==> src/rtl/wb_regfile_pkg.sv <==
// Shared writeback definitions: default widths and writeback-select encodings.
// Also imported by the decode/control block.
package wb_regfile_pkg;

  localparam int DBITS_DEFAULT = 32;
  localparam int REGNO_DEFAULT = 4;

  localparam logic [1:0] WB_ALU = 2'd0;
  localparam logic [1:0] WB_MEM = 2'd1;
  localparam logic [1:0] WB_PC  = 2'd2;
  localparam logic [1:0] WB_ILL = 2'd3;

  function automatic logic is_legal_sel(input logic [1:0] sel);
    return sel != WB_ILL;
  endfunction

endpackage

==> src/rtl/wb_regfile_2r1w.sv <==
// Architectural register file: two asynchronous read ports, one synchronous write
// port and a synchronous clear of every entry.
module regfile_2r1w
  import wb_regfile_pkg::*;
#(
  parameter int DBITS = DBITS_DEFAULT,
  parameter int REGNO = REGNO_DEFAULT
) (
  input  logic             clk,
  input  logic             reset,
  input  logic             wr_en,
  input  logic [REGNO-1:0] wr_idx,
  input  logic [DBITS-1:0] wr_data,
  input  logic [REGNO-1:0] rd1_idx,
  input  logic [REGNO-1:0] rd2_idx,
  output logic [DBITS-1:0] rd1_data,
  output logic [DBITS-1:0] rd2_data
);

  localparam int DEPTH = 1 << REGNO;

  logic [DBITS-1:0] reg_arr [DEPTH];

  // Each entry is its own flop so clear and write stay a simple per-entry mux.
  generate
    for (genvar gi = 0; gi < DEPTH; gi++) begin : g_reg
      logic [DBITS-1:0] reg_q;
      logic [DBITS-1:0] reg_d;

      always_comb begin
        reg_d = reg_q;
        if (reset) begin
          reg_d = '0;
        end else if (wr_en && (wr_idx == REGNO'(gi))) begin
          reg_d = wr_data;
        end
      end

      always_ff @(posedge clk) begin
        reg_q <= reg_d;
      end

      assign reg_arr[gi] = reg_q;
    end
  endgenerate

  assign rd1_data = reg_arr[rd1_idx];
  assign rd2_data = reg_arr[rd2_idx];

endmodule

==> src/rtl/wb_regfile.sv <==
// Writeback stage: selects the writeback value, commits it to the register file,
// bypasses it to the decode read ports, and tracks retirements and illegal selects.
module wb_regfile
  import wb_regfile_pkg::*;
#(
  parameter int DBITS = DBITS_DEFAULT,
  parameter int REGNO = REGNO_DEFAULT
) (
  input  logic             clk,
  input  logic             reset,
  input  logic             valid_W,
  input  logic             noop_W,
  input  logic             regWrtEn_W,
  input  logic [1:0]       regFileMux_W,
  input  logic [REGNO-1:0] destIndex_W,
  input  logic [DBITS-1:0] ALUresult_W,
  input  logic [DBITS-1:0] MEMresult_W,
  input  logic [DBITS-1:0] incPC_W,
  input  logic [REGNO-1:0] src1Index_D,
  input  logic [REGNO-1:0] src2Index_D,
  output logic [DBITS-1:0] src1Data_D,
  output logic [DBITS-1:0] src2Data_D,
  output logic [DBITS-1:0] wbData_W,
  output logic             commit_W,
  output logic [31:0]      retire_count,
  output logic             wb_err
);

  logic [DBITS-1:0] rf_rd1;
  logic [DBITS-1:0] rf_rd2;
  logic             retire;
  logic             ill_write;
  logic [31:0]      retire_count_q;
  logic [31:0]      retire_count_d;
  logic             wb_err_q;
  logic             wb_err_d;

  always_comb begin
    wbData_W = '0;
    case (regFileMux_W)
      WB_ALU:  wbData_W = ALUresult_W;
      WB_MEM:  wbData_W = MEMresult_W;
      WB_PC:   wbData_W = incPC_W;
      default: wbData_W = '0;
    endcase
  end

  assign retire    = valid_W & ~noop_W;
  assign ill_write = retire & regWrtEn_W & ~is_legal_sel(regFileMux_W);
  assign commit_W  = retire & regWrtEn_W & is_legal_sel(regFileMux_W) & ~reset;

  regfile_2r1w #(
    .DBITS(DBITS),
    .REGNO(REGNO)
  ) u_rf (
    .clk     (clk),
    .reset   (reset),
    .wr_en   (commit_W),
    .wr_idx  (destIndex_W),
    .wr_data (wbData_W),
    .rd1_idx (src1Index_D),
    .rd2_idx (src2Index_D),
    .rd1_data(rf_rd1),
    .rd2_data(rf_rd2)
  );

  // Write-through so decode sees this cycle's commit without a bubble.
  assign src1Data_D = (commit_W && (src1Index_D == destIndex_W)) ? wbData_W : rf_rd1;
  assign src2Data_D = (commit_W && (src2Index_D == destIndex_W)) ? wbData_W : rf_rd2;

  always_comb begin
    retire_count_d = retire_count_q;
    wb_err_d       = wb_err_q;
    if (reset) begin
      retire_count_d = '0;
      wb_err_d       = 1'b0;
    end else begin
      if (retire) begin
        retire_count_d = retire_count_q + 32'd1;
      end
      if (ill_write) begin
        wb_err_d = 1'b1;
      end
    end
  end

  always_ff @(posedge clk) begin
    retire_count_q <= retire_count_d;
    wb_err_q       <= wb_err_d;
  end

  assign retire_count = retire_count_q;
  assign wb_err       = wb_err_q;

endmodule

==> config.mk <==
export PLATFORM = sky130hd
export DESIGN_NAME = wb_regfile
export DESIGN_NICKNAME = d
export VERILOG_FILES = /design/src/rtl/wb_regfile_pkg.sv /design/src/rtl/wb_regfile_2r1w.sv /design/src/rtl/wb_regfile.sv
export SDC_FILE = /design/constraint.sdc
export NUM_CORES = 1
export LEC_CHECK = 0
export CAP_MARGIN = 40
export CORE_MARGIN = 2
export CORE_UTILIZATION = 55
export CTS_BUF_LIST = sky130_fd_sc_hd__clkbuf_16
export DETAILED_ROUTE_END_ITERATION = 10
export PLACE_DENSITY = 0.76
export SYNTH_ARGS = -nofsm -noshare
export SYNTH_HDL_FRONTEND = slang
export SYNTH_SLANG_ARGS = --single-unit
==> constraint.sdc <==
create_clock -name clk -period 3.7 [get_ports clk]
set_input_delay 0.74 -clock clk [delete_from_list [all_inputs] [get_ports clk]]
set_output_delay 0.74 -clock clk [all_outputs]
set_load 0.02 [all_outputs]
==> impl_metrics.toml <==
[final_layout]
num-nets-final = 3236
syn2layout_area_growth_pct = 23.3
layout_common_cells = "dfxtp_1, nand2_1, nor2_1"
fin_cells = 3836
final_common_cell = "dfxtp_1"
fill_cells = 3683
layout-drive-gt1-share_pct = 20.1
n_antenna_cell = 0

[floorplan]
die_y_um = 230
die_x_um = 230
io_pins = 245
core_area_um2 = 50200
start_util_pct = 55.8
dieArea_um2 = 52700
num_rows = 82

[yosys]
syn_area_per_cell_um2 = 9.71
syn_inst = 2884
synth_seq_cells = 545
ys_seq_area_share_pct = 39.0
ys_warn_count = 0
netlist_area_um2 = 28000
synth_nets = 3000
ys_types = 42

[route]
drt-total-wl_um = 96700
drtPass1Iterations = 6
drt_iter0_drc = 3849
via_per_inst = 6.74
drc = 0
ant_nets = 0
wl_per_cell_um = 25.2
vias = 25851

[critical_path]
endpoint_kind = "primary output"
worst-path-max-fanout = 17
crit_required_ns = 2.96
crit_path_start_kind = "input port"
cp.arrival_ns = 2.88
criticalPathCategory = "input port to primary output"

[clock_tree]
clk_pin_slew_ns = 0.06
clockBufferDepth = 3
cts_root_buf = "clkbuf_16"
htreeDepth = 2
numCtsBuffers = 56
cts_tree = "yes"
worstSkewPairLatency_ns = 0.61
postCtsSetupRepairBufs = 0
cts_hold_buf = 0
cts_sinks = 545

[sta]
slew_violations = 0
final.setup.tns_ns = 0
min_period_ns = 3.62
skew_ns = 0.00622
setup_viol = 0
relSlewSlack_pct = 30.6
fin_crit_sh_pct = 97.7
holdWs_ns = 0.464
rsz0062_at_grt = "false"
worst_pin_slew_ns = 1.04
hold_viol = 0
fmax_mhz = 277

[job]
maxCapViolCount = 0

[global_routing]
grt_first_pass_wirelength_um = 147000
grt_util_all_layers_pct = 35.8
grt_max_degree = 231
antenna_found_initial = 0
grt.overflow.total = 0
grt_pass1_vias = 25519

[placed_design]
port_buffers = 244
place_congestion = 0.942
hpwl_um = 61100
post-place-cells = 3731

[power_and_ir_drop]
p_leak_nw = 12.3
ir_drop_mv = 0.335
p_per_area_nw_per_um2 = 380

[worst_hold_path]
hold_path_class = "flop to flop"

[outcome]
status = "complete, no violations"
flip-flops by register name, indices dropped and copies added (netlist names):
name and cells:
retire_count 32, u_rf.g.reg_q 512, wb_err 1
cell families after synthesis:
kind of cell	synth area share (%)
AOI/OAI and AO/OA	16.3
and+or+nand+nor	13.6
buffers and inverters	4.98
muxes	25.5
DFF	39.0
adders and majority gates	0.0447
xor gates and xnor gates	0.532
routing by layer:
layer | GRT usage (%) | routed length, um
met1 | 46.1 | 35100
met2 | 56.3 | 44000
met3 | 7.67 | 11300
met4 | 19.8 | 6260
met5 | 0 | 0
cell type report:
cell class                      instances  area (um2)  area share (%)
Sequential cell                       545       10900            31.6
Tap cell                              672         841            2.44
Multi-Input combinational cell       1993       15900            46.0
Clock buffer                           57        1430            4.13
Inverter                               37         139           0.402
Clock inverter                         45         418            1.21
Timing Repair Buffer                  487        4920            14.2
stage by stage:
stage / worst slack [ns] / total power, mW / instance area, um2 / utilization, %
finish: 0.0839 / 13.1 / 34500 / 68.8
global route: 0.00590 / 13.4 / 34500 / 68.8
CTS: -0.0621 / 13.1 / 34400 / 68.6
detailed placement: -0.256 / 7.38 / 32500 / 64.7
global placement: -0.233 / 7.35 / 32500 / 64.7
floorplan: 0.406 / 6.71 / 28000 / -
final timing paths:
check / slack [ns] / to / cells past startpoint / start
max: 0.08 / src2Data_D[30] / 8 / src2Index_D[0]
min: 0.46 / u_rf.g_reg[14].reg_q[28]$_SDFFE_PP0P_ / 2 / u_rf.g_reg[14].reg_q[28]$_SDFFE_PP0P_
max reg2reg: 1.37 / retire_count[23]$_SDFFE_PP0N_ / 4 / retire_count[5]$_SDFFE_PP0N_
min reg2reg: 0.46 / u_rf.g_reg[14].reg_q[28]$_SDFFE_PP0P_ / 2 / u_rf.g_reg[14].reg_q[28]$_SDFFE_PP0P_
timing repair:
action | 4_1_cts | 5_1_grt
gates resized for setup | 61 | 22
setup endpoints to repair | 64 | 19
pin swaps | 0 | 0
gates cloned | 2 | 1
endpoints found under the hold margin | 0 | 0
synth_stat cells:
cell type,count,area [um2]
xor2_1,12,105
nand2b_1,4,25.0
dfxtp_1,545,10900
nand4_1,7,43.8
o21ai_0,11,55.1
ha_1,1,12.5
inv_1,5,18.8
nand3_1,10,50.1
and4_1,5,43.8
mux4_2,256,5770
o21ba_2,1,10.0
buf_2,74,370
nor4_4,9,191
a21oi_1,274,1370
a22o_1,52,455
xnor2_1,5,43.8
or4_1,17,128
or3_1,9,56.3
nor2b_1,9,56.3
a221oi_1,52,455
nand4_2,1,12.5
nand3b_1,2,15.0
a211oi_1,288,2160
buf_4,1,7.51
clkinv_1,32,120
clkbuf_1,218,818
mux2_2,15,169
nand4b_1,1,8.76
nor4_1,4,25.0
and2_1,2,12.5
nor4_2,7,87.6
mux2i_1,121,1210
nand2_1,463,1740
and3_1,1,6.26
o31ai_1,7,52.6
a21o_1,1,7.51
and4b_1,1,10.0
nor2_1,338,1270
buf_1,16,60.1
or2_2,1,6.26
nor3_1,4,20.0
or2_1,2,12.5
critical path, stage by stage:
cell and delay, ns:
clkbuf_8 0.21, buf_12 0.22, buf_12 0.14, mux4_2 0.50
a22o_1 0.25, a221oi_1 0.33, mux2i_1 0.12, dlygate4sd2_1 0.34
report_power, final:
group / internal, mW / total [mW] / switching (mW)
Combinational: 0.584 / 1.40 / 0.819
Clock: 3.39 / 5.81 / 2.42
Sequential: 5.88 / 5.90 / 0.0129
(Power assumes the default switching activity.)
